===== src/rtl/panel_write_arbiter.sv =====
// panel_write_arbiter: two per-port FIFOs sharing the LED-panel write port,
// round-robin granted (optional lock to A) with a programmable post-write gap.
module panel_write_arbiter #(
   parameter int FIFO_DEPTH = 4,
   parameter int WR_GAP = 0
) (
   input  logic        clock,
   input  logic        reset,
   input  logic        a_valid,
   output logic        a_ready,
   input  logic [5:0]  a_en,
   input  logic [15:0] a_addr,
   input  logic [23:0] a_wdat,
   input  logic        b_valid,
   output logic        b_ready,
   input  logic [5:0]  b_en,
   input  logic [15:0] b_addr,
   input  logic [23:0] b_wdat,
   input  logic        lock_a,
   output logic [5:0]  ctrl_en,
   output logic [3:0]  ctrl_wr,
   output logic [15:0] ctrl_addr,
   output logic [23:0] ctrl_wdat,
   output logic        busy
);
   localparam int AW = $clog2(FIFO_DEPTH);
   localparam int CW = $clog2(FIFO_DEPTH + 1);
   localparam int GW = WR_GAP > 0 ? $clog2(WR_GAP + 1) : 1;
   logic [45:0] a_mem [FIFO_DEPTH];
   logic [45:0] b_mem [FIFO_DEPTH];
   logic [AW-1:0] a_wp, a_rp, b_wp, b_rp;
   logic [CW-1:0] a_count, b_count;
   logic [GW-1:0] gap_cnt;
   logic last_b, a_push, b_push, a_pop, b_pop, a_ne, b_ok, go, grant_b;
   logic [45:0] head;
   logic [5:0] en_q;
   logic [15:0] addr_q;
   logic [23:0] wdat_q;
   always_comb begin
      a_ready = !reset && a_count != CW'(FIFO_DEPTH);
      b_ready = !reset && b_count != CW'(FIFO_DEPTH);
      a_push = a_valid && a_ready;
      b_push = b_valid && b_ready;
      a_ne = a_count != '0;
      b_ok = b_count != '0 && !lock_a;
      go = gap_cnt == '0 && (a_ne || b_ok);
      // last_b set means A is owed the next contested grant
      grant_b = b_ok && (!a_ne || !last_b);
      a_pop = go && !grant_b;
      b_pop = go && grant_b;
      head = grant_b ? b_mem[b_rp] : a_mem[a_rp];
      busy = !reset && (a_ne || b_count != '0 || gap_cnt != '0);
      ctrl_en = reset ? '0 : en_q;
      ctrl_addr = reset ? '0 : addr_q;
      ctrl_wdat = reset ? '0 : wdat_q;
   end
   assign ctrl_wr = 4'b0111;
   always_ff @(posedge clock) begin
      if (a_push) a_mem[a_wp] <= {a_en, a_addr, a_wdat};
      if (b_push) b_mem[b_wp] <= {b_en, b_addr, b_wdat};
   end
   always_ff @(posedge clock) begin
      if (reset) begin
         a_wp <= '0;
         a_rp <= '0;
         b_wp <= '0;
         b_rp <= '0;
         a_count <= '0;
         b_count <= '0;
         gap_cnt <= '0;
         last_b <= 1'b1;
         en_q <= '0;
         addr_q <= '0;
         wdat_q <= '0;
      end else begin
         a_wp <= a_wp + AW'(a_push);
         a_rp <= a_rp + AW'(a_pop);
         b_wp <= b_wp + AW'(b_push);
         b_rp <= b_rp + AW'(b_pop);
         a_count <= a_count + CW'(a_push) - CW'(a_pop);
         b_count <= b_count + CW'(b_push) - CW'(b_pop);
         if (go) begin
            en_q <= head[45:40];
            addr_q <= head[39:24];
            wdat_q <= head[23:0];
            // zero-mask entries consume a grant but leave the gap unloaded
            gap_cnt <= head[45:40] != '0 ? GW'(WR_GAP) : '0;
            last_b <= grant_b;
         end else begin
            en_q <= '0;
            if (gap_cnt != '0) gap_cnt <= gap_cnt - GW'(1);
         end
      end
   end
endmodule


===== config.mk =====
export PLATFORM = sky130hd
export DESIGN_NAME = panel_write_arbiter
export DESIGN_NICKNAME = d
export VERILOG_FILES = /design/src/rtl/panel_write_arbiter.sv
export SDC_FILE = /design/constraint.sdc
export NUM_CORES = 1
export LEC_CHECK = 0
export ABC_AREA = 0
export CAP_MARGIN = 20
export CORE_ASPECT_RATIO = 1.4
export CORE_MARGIN = 3
export CORE_UTILIZATION = 25
export DETAILED_ROUTE_END_ITERATION = 8
export HOLD_SLACK_MARGIN = 0.08
export PLACE_DENSITY = 0.53
export SYNTH_ARGS = -nofsm -noshare
export SYNTH_HDL_FRONTEND = slang
export SYNTH_SLANG_ARGS = --single-unit

===== constraint.sdc =====
create_clock -name clock -period 4.83 [get_ports clock]
set_input_delay 0.7245 -clock clock [delete_from_list [all_inputs] [get_ports clock]]
set_output_delay 0.7245 -clock clock [all_outputs]
set_load 0.005 [all_outputs]

==> results of run 1 <==
-- synth_stat cells, drive strengths merged --
library cell | n | area [sq um]
a2111oi | 40 | 494
a211oi | 40 | 300
a21o | 1 | 7.51
a21oi | 10 | 50.1
a31o | 1 | 8.76
a31oi | 1 | 6.26
and3 | 2 | 12.5
buf | 30 | 201
clkbuf | 41 | 154
conb | 2 | 7.51
dfxtp | 62 | 1240
edfxtp | 368 | 11100
fa | 2 | 40.0
ha | 4 | 50.1
inv | 46 | 173
mux4 | 92 | 2070
nand2 | 14 | 52.6
nand2b | 1 | 6.26
nor2 | 52 | 195
nor2b | 10 | 62.6
nor3 | 6 | 35.0
nor3b | 4 | 30.0
nor4 | 1 | 6.26
nor4b | 40 | 350
o21a | 1 | 7.51
o21ai | 1 | 5.00
o21bai | 1 | 7.51
o311ai | 1 | 8.76
o31a | 1 | 8.76
or2 | 1 | 6.26
or3 | 4 | 25.0
xnor2 | 8 | 70.1
xor2 | 2 | 17.5
-- registers in the layout (all words and copies together) (netlist names), 3 cells and up --
name,cells
b_mem,184
a_count,3
addr_q,16
a_mem,184
en_q,6
b_count,3
wdat_q,24
-- logic make-up after synthesis --
group	synth area share
simple gates	0.0466
other cells	0.000448
mux	0.124
buf+inv	0.0315
flops	0.733
xor+xnor	0.00523
compound gates	0.0540
fa+ha+maj	0.00537
-- power by group --
group          total, mW  leakage [nW]  switching (mW)  internal (mW)
combinational       2.02          1.70            1.10          0.919
clock               3.13         0.627            1.33           1.80
sequential          4.56          3.85           0.217           4.35
-- worst reg2reg max path: stages, from the launching register on --
cell and delay, ns:
dfxtp_1 0.38, nor3_4 0.63, o21a_2 0.72, or2_2 0.86
a211oi_1 0.19
-- placed cells by master (no fill, tap or decap), types with 14 or more instances in the layout --
cell and n:
nor2_1 52, clkbuf_16 39, inv_1 46, a211oi_1 40, edfxtp_1 368, a2111oi_0 17, nor4b_1 40, nand2_1 14
mux4_2 92, dfxtp_1 57, a2111oi_2 23, clkdlybuf4s50_1 143, buf_4 22
-- routing by layer --
| layer | up-vias | wire length, microns | global-route usage |
|---|---|---|---|
| met3 | 67 | 2470 | 0.0308 |
| met5 | - | 79 | 0 |
| met1 | 4403 | 16300 | 0.141 |
| met4 | 14 | 1150 | 0.0398 |
| li1 | 3863 | - | - |
| met2 | 179 | 19700 | 0.188 |
-- how the worst max path moves through the flow --
stage | startpoint | endpoint | slack [ns] | depth (start not counted)
2_1_floorplan | reset | a_mem[1][0] | -0.28 | 4
3_3_place_gp | b_valid | b_mem[3][21] | 1.56 | 5
4_1_cts | b_count[1] | busy | 1.67 | 3
5_1_grt | b_count[1] | busy | 1.55 | 3
3_5_place_dp | b_valid | b_mem[3][20] | 1.59 | 5
6_report | b_count[1] | busy | 1.72 | 3
-- cell type report --
type,count,area share
Sequential cell,430,0.600
Multi-Input combinational cell,346,0.196
Timing Repair Buffer,168,0.0800
Tap cell,847,0.0516
Clock buffer,48,0.0502
Clock inverter,23,0.0135
Inverter,46,0.00842
Antenna cell,7,0.000854
==> summary.md, run 1 <==
| Metric | Value |
|---|---|
| Outcome | `completed` |
| Final nets | `between 1000 and 1500` |
| Max FO, Critical Path | `19` |
| Inst Count DP | `between 1500 and 2000` |
| Skew final | `0.0249 ns` |
| Post-CTS Setup Inserts | `0` |
| Hold Violations, Final | `0` |
| Buf+Inv Stages, Crit Path | `1` |
| DIE AREA | `70200 sq um` |
| I/O pins | `150` |
| FF-to-FF End | `wdat_q[12]` |
| Slowest-stage cell, CP | `nor3_4` |
| CP arrival | `2.39 ns` |
| Synthesis Warnings | `0` |
| Register clock-pin slew on the reported worst setup and hold paths | `0.07 ns` |
| First-pass GRT wire length | `roughly 60 mm` |
| Pwr Density | `474 nW/um^2` |
| Total Power | `9.72 mW` |
| GR Overflow Total | `0` |
| # hold bufs at CTS | `0` |
| Sequential Area | `12300 sq um` |
| Clock Path Buffers | `3` |
| Critical Path End Type | `output pin` |
| HP Class | `flop to flop` |
| Worst Hold Depth | `2` |
| Chip width | `around 220 microns` |
| Final setup vio count | `0` |
| HP Start | `addr_q[3]` |
| Dpl ws | `1.59 ns` |
| Initial Utilization | `0.254` |
| Cell count after synthesis | `890` |
| Worst path required time | `4.11 ns` |
| Hold-critical path endpoint | `addr_q[3]` |
| Setup TNS Final | `0 ns` |
| Post-CTS sizing | `0` |
| Total wire length | `39.7 mm` |
| Via/cell ratio | `between 4 and 5` |
| Fmax | `321 MHz` |
| First-pass DRT Iterations | `5` |
| Top Family by Delay on Critical Path | `simple AND/OR/NAND/NOR gates` |
| CP Class | `flop to output pin` |
| GPL Wtd Cong | `0.742` |
| Relative slew slack | `0.378` |
| CTS buffer count | `39` |
| Dpl cell area | `19200 sq um` |
| Final period util | `0.645` |
| Reg2reg setup slack | `1.89 ns` |
| Initial antenna violation count | `14` |
| Layout cell share with drive strength beyond 1 | `0.205` |
| Core Box Area | `between 60000 and 70000 sq um` |
| WL per Instance | `between 20 and 25 microns` |
| Vias in the first global route | `9094` |
| Final worst hold slack | `roughly 0.47 ns` |
| Transition time of the tightest slew-check pin | `between 0.9 and 1 ns` |
| Remaining DRCs | `0` |
| Leak Pwr | `6.18 nW` |
| Peak supply drop | `222 uV` |
| Fin crit period | `3.11 ns` |
| Max Slew Vio Count | `0` |
| Non-filler cells, final | `about 1900` |
| Layout Area Growth over Synthesis | `22.4%` |
| Number of port buffers | `approximately 150` |
| Final Core Density | `0.311` |
| Layout fillers | `approximately 6300` |
| H-tree depth | `2` |
| Setup WS post-layout | `roughly 1.7 ns` |
| Distinct cells, synth | `38` |
| MaxCap Viol Count | `0` |
| Clk_lat worst skew | `0.56 ns` |
| Critical Path Start Type | `flop` |
| Initial DRC count | `525` |
| Post-DRT Antenna Nets | `0` |
| Pin count of the biggest net entering global routing | `47` |
| Area taken by multi-input logic gates | `~4000 sq um` |
| Unrepaired setup endpoints after global routing | `false` |
| Syn Area/Cell | `18.8 sq um` |
| Crit-path cells | `nor3_4, a31oi_1, clkdlybuf4s50_1` |
| Crit path largest cell delay | `0.63 ns` |
| CTS tree | `built` |
| All-Layer GR Usage | `0.113` |
| R2R cell count | `4` |
| CTS sink cnt | `430` |
| Total vias in the final route | `approximately 8500` |
| CTS root buffer | `clkbuf_16` |
| DP HPWL | `26.6 mm` |
| Post-synthesis sequential area ratio | `0.733` |
| Syn Std Cell Area | `16800 sq um` |
| Row count | `111` |
| Synthesis-stage register bit count | `430` |
| Die extent in y | `~310 microns` |
| Final design instance area without fill | `20500 sq um` |
| Reg2Reg Launch Point | `b_count[1]` |
Power figures use the tool's default switching activity.
==> run 2, diff against run 1 <==
Settings changed: PLACE_DENSITY 0.53 to 0.51.
Clock period 4.83 ns to 3.27 ns, I/O delays scaled along.
==> summary.md, run 2 (synthesized netlist as in run 1, its figures left out) <==
| Metric | Value |
|---|---|
| Outcome | `completed` |
| Post-DRT Antenna Nets | `0` |
| Pin count of the biggest net entering global routing | `98` |
| Remaining DRCs | `0` |
| Pwr Density | `705 nW/um^2` |
| Worst path required time | `2.78 ns` |
| Dpl cell area | `around 19000 sq um` |
| CTS sink cnt | `430` |
| CTS buffer count | `40` |
| Max Slew Vio Count | `0` |
| Critical Path End Type | `output pin` |
| Layout fillers | `6324` |
| First-pass DRT Iterations | `4` |
| Top Registers | `a_mem (184), b_mem (184), wdat_q (24)` |
| # hold bufs at CTS | `0` |
| CTS root buffer | `clkbuf_16` |
| Post-CTS sizing | `0` |
| Transition time of the tightest slew-check pin | `approximately 0.95 ns` |
| Layout cell share with drive strength beyond 1 | `0.210` |
| Number of port buffers | `145` |
| R2R cell count | `5` |
| H-tree depth | `2` |
| Final nets | `1142` |
| Clock Path Buffers | `3` |
| Initial Utilization | `0.254` |
| FF-to-FF End | `addr_q[15]` |
| Via/cell ratio | `about 4.4` |
| Total vias in the final route | `approximately 8600` |
| DIE AREA | `70200 sq um` |
| Initial DRC count | `579` |
| Final period util | `0.844` |
| Commonest non-fill, non-tap cell in the layout | `edfxtp_1` |
| I/O pins | `150` |
| Total wire length | `around 40 mm` |
| Chip width | `approximately 220 microns` |
| DP HPWL | `26.1 mm` |
| MaxCap Viol Count | `0` |
| Fmax | `362 MHz` |
| Vias in the first global route | `just over 9000` |
| Hold-critical path endpoint | `b_rp[0]` |
| Leak Pwr | `6.30 nW` |
| First-pass GRT wire length | `60.3 mm` |
| CTS tree | `built` |
| Final setup vio count | `0` |
| Relative slew slack | `0.365` |
| Hold Violations, Final | `0` |
| Layout Area Growth over Synthesis | `24.0%` |
| Critical Path Start Type | `flop` |
| WL per Instance | `20.8 microns` |
| Register clock-pin slew on the reported worst setup and hold paths | `0.06 ns` |
| Row count | `111` |
| Worst Hold Depth | `2` |
| Core Box Area | `approximately 66000 sq um` |
| GPL Wtd Cong | `around 0.75` |
| CP Class | `flop to output pin` |
| HP Start | `reset` |
| Peak supply drop | `about 420 uV` |
| Skew final | `0.0297 ns` |
| Final worst hold slack | `approximately 0.2 ns` |
| CP arrival | `approximately 2.3 ns` |
| Initial antenna violation count | `15` |
| GR Overflow Total | `0` |
| Clk_lat worst skew | `0.55 ns` |
| Reg2Reg Launch Point | `a_count[1]` |
| All-Layer GR Usage | `0.114` |
| HP Class | `primary input to flop` |
| Unrepaired setup endpoints after global routing | `false` |
| Final design instance area without fill | `20800 sq um` |
| Fin crit period | `2.76 ns` |
| Commonest cells after routing, fill and taps aside | `edfxtp_1 (368), clkdlybuf4s50_1 (143), mux4_2 (92), dfxtp_1 (57), nor2_1 (52)` |
| Post-CTS Setup Inserts | `0` |
| Die extent in y | `312 microns` |
| Reg2reg setup slack | `roughly 0.65 ns` |
| Max FO, Critical Path | `14` |
==> run 2: cell count changes in the layout (fill, tap and decap cells not counted), moves of 2 or more <==
cell / before / now
buf_12: 2 / 12
bufinv_16: 5 / 7
clkinvlp_4: 3 / 0
clkbuf_8: 2 / 0
buf_4: 22 / 19
clkinv_2: 5 / 7
clkbuf_16: 39 / 42
diode_2: 7 / 9
==> run 2: area by class of cell <==
class | count | area (sq um) | area share
sequential | 430 | 12300 | 0.592
multi-input combinational | 346 | 4020 | 0.193
timing repair buffer | 175 | 1820 | 0.0876
clock buffer | 50 | 1080 | 0.0520
tap | 847 | 1060 | 0.0510
clock inverter | 23 | 304 | 0.0146
inverter | 46 | 173 | 0.00831
antenna | 9 | 22.5 | 0.00108
==> run 2: worst max path at each step <==
stage | startpoint | end | slack [ns]
3_5_place_dp | a_count[1] | addr_q[15] | 0.69
4_1_cts | b_count[1] | busy | 0.44
6_report | b_count[1] | busy | 0.51
5_1_grt | b_count[1] | busy | 0.36
3_3_place_gp | b_valid | b_count[2] | 0.75
2_1_floorplan | reset | a_mem[1][0] | -1.61
==> run 2: worst max-delay path: stages (launching register included) <==
cell and delay, ns:
dfxtp_1 0.38, nor3_4 0.52, a31oi_1 0.30, clkdlybuf4s50_1 0.52
==> run 2: metrics by stage <==
step                      power (mW)  cells  utilization  worst slack [ns]  setup TNS, ns
after floorplan                 8.79    893            -             -1.61        -208.01
after global placement          9.89   1844        0.294             0.752              0
after detailed placement        9.94   1844        0.294             0.686              0
after CTS                       14.9   1917        0.315             0.443              0
after global routing            15.4   1919        0.315             0.362              0
final                           14.7   1926        0.315             0.511              0
==> run 2: layer usage <==
| metal | global-route usage | vias up | share of wire |
|---|---|---|---|
| met5 | 0 | - | 0.0022 |
| met4 | 0.0383 | 14 | 0.025 |
| met3 | 0.0318 | 64 | 0.062 |
| met2 | 0.187 | 161 | 0.49 |
| met1 | 0.145 | 4443 | 0.42 |
| li1 | - | 3883 | - |
==> run 2: power breakdown <==
group	total, mW	switching [mW]	internal (mW)
logic	3.07	1.66	1.41
clock network	4.91	1.99	2.92
registers	6.68	0.262	6.42
total	14.7	3.91	10.7
==> run 3, diff against run 2 <==
Settings changed: PLACE_DENSITY 0.51 to 0.53.
Clock period 3.27 ns to 2.4 ns, I/O delays scaled along.
==> summary.md, run 3 (synthesized netlist as in run 1, its figures left out) <==
| Metric | Value |
|---|---|
| Outcome | `completed` |
| Final setup vio count | `0` |
| Clk_lat worst skew | `0.54 ns` |
| GPL Wtd Cong | `about 0.73` |
| Total wire length | `39.8 mm` |
| Final period util | `0.957` |
| Max FO, Critical Path | `6` |
| Relative slew slack | `0.408` |
| First-pass GRT wire length | `59.6 mm` |
| Int Power | `14.3 mW` |
| Clock Path Buffers | `3` |
| Total vias in the final route | `between 8000 and 9000` |
| Unrepaired setup endpoints after global routing | `false` |
| CTS sink cnt | `430` |
| # hold bufs at CTS | `0` |
| Final nets | `1154` |
| Pin count of the biggest net entering global routing | `49` |
| GR Overflow Total | `0` |
| Die extent in y | `312 microns` |
| Initial Utilization | `0.254` |
| H-tree depth | `2` |
| Vias in the first global route | `~9200` |
| Chip width | `225 microns` |
| Via/cell ratio | `~4.5` |
| CP arrival | `about 2.7 ns` |
| I/O pins | `150` |
| DIE AREA | `70200 sq um` |
| Fmax | `435 MHz` |
| Worst path required time | `2.80 ns` |
| Row count | `111` |
| Total Power | `19.5 mW` |
| Setup TNS Final | `0 ns` |
| HP Class | `primary input to flop` |
| Number of port buffers | `145` |
| First-pass DRT Iterations | `4` |
| DP HPWL | `27.0 mm` |
| Sequential Area | `roughly 12000 sq um` |
| Reg power frac | `0.461` |
| Register clock-pin slew on the reported worst setup and hold paths | `0.07 ns` |
| MaxCap Viol Count | `0` |
| Fin crit period | `2.30 ns` |
| Area taken by multi-input logic gates | `4050 sq um` |
| CTS tree | `built` |
| Post-DRT Antenna Nets | `0` |
| Layout fillers | `6311` |
| Layout cell share with drive strength beyond 1 | `0.223` |
| Sw Ratio | `0.268` |
| Net switching power | `5.23 mW` |
| Core Box Area | `66000 sq um` |
| Clock power share | `0.312` |
| CTS root buffer | `clkbuf_16` |
| Pwr Density | `937 nW/um^2` |
| WL per Instance | `20.6 microns` |
| Leak Pwr | `between 6 and 7 nW` |
| Remaining DRCs | `0` |
| Peak supply drop | `613 uV` |
| Top Registers | `a_mem (184), b_mem (184), wdat_q (24)` |
| Skew final | `between 0.02 and 0.03 ns` |
| Comb power frac | `0.227` |
| Critical Path Start Type | `flop` |
| Critical Path End Type | `flop` |
| CP Class | `flop to flop` |
| CTS buffer count | `38` |
| Initial DRC count | `498` |
| Commonest non-fill, non-tap cell in the layout | `edfxtp_1` |
| Initial antenna violation count | `12` |
| Post-CTS Setup Inserts | `0` |
| Max Slew Vio Count | `0` |
| All-Layer GR Usage | `0.112` |
| Layout Area Growth over Synthesis | `24.5%` |
| Final Core Density | `0.316` |
| Hold Violations, Final | `0` |
| Commonest cells after routing, fill and taps aside | `edfxtp_1 (368), clkdlybuf4s50_1 (143), mux4_2 (92), dfxtp_1 (55), nor2_1 (52)` |
| Transition time of the tightest slew-check pin | `0.889 ns` |
-- run 3: path summary, 6_finish.rpt --
check / startpoint / endpoint / slack, ns / cells past startpoint
worst min register to register: wdat_q[17] / wdat_q[17] / 0.47 / 2
worst min-delay path: reset / a_count[1] / 0.16 / 2
worst max-delay path: a_count[1] / b_count[2] / 0.10 / 8
worst max register to register: a_count[1] / b_count[2] / 0.10 / 8
-- run 3: critical path, cell delays in order, from the launching register on --
cell and delay, ns:
dfxtp_2 0.36, o31a_2 0.38, nor4_1 0.39, xnor2_1 0.19, ha_1 0.17, inv_1 0.06
fa_1 0.40, xnor2_1 0.17, nor2_1 0.06
-- run 3: metal layers --
layer	vias up	part of all wire	track usage	routed length (microns)
met5	-	0.0020	0	81
met4	10	0.020	0.0343	814
met3	57	0.057	0.0285	2250
met2	171	0.49	0.185	19600
met1	4460	0.43	0.145	17100
li1	3908	-	-	-
-- run 3: area by class of cell --
class | instances | area share
Antenna cell | 6 | 0.000720
Timing Repair Buffer | 189 | 0.0964
Clock inverter | 15 | 0.00750
Inverter | 46 | 0.00827
Sequential cell | 430 | 0.590
Tap cell | 847 | 0.0508
Clock buffer | 53 | 0.0523
Multi-Input combinational cell | 346 | 0.194
-- run 3: what timing repair did --
item / in CTS / in global routing
gates resized for setup: 1 / 0
endpoints found under the setup margin: 1 / 0
hold endpoints to repair: 0 / 0
-- run 3: power by group through the flow --
| stage | Sequential, mW | Combinational (mW) | Clock [mW] |
|---|---|---|---|
| after global placement | 9.16 | 4.50 | 0 |
| final | 9.01 | 4.44 | 6.10 |
| after CTS | 9.02 | 4.55 | 6.31 |
| after detailed placement | 9.18 | 4.52 | 0 |
| after floorplan | 9.05 | 2.95 | 0 |
| after global routing | 9.07 | 4.85 | 6.59 |
-- run 3: through the flow --
| step | std cells | setup WS (ns) | hold slack, ns | cell area (sq um) |
|---|---|---|---|---|
| after floorplan | 893 | -0.0509 | 0.441 | 16900 |
| after global placement | 1858 | 0.192 | 0.456 | 19600 |
| after detailed placement | 1858 | 0.147 | 0.457 | 19600 |
| after CTS | 1926 | 0.0793 | 0.124 | 20900 |
| after global routing | 1927 | 0.00253 | 0.142 | 20900 |
| final | 1932 | 0.103 | 0.159 | 20900 |
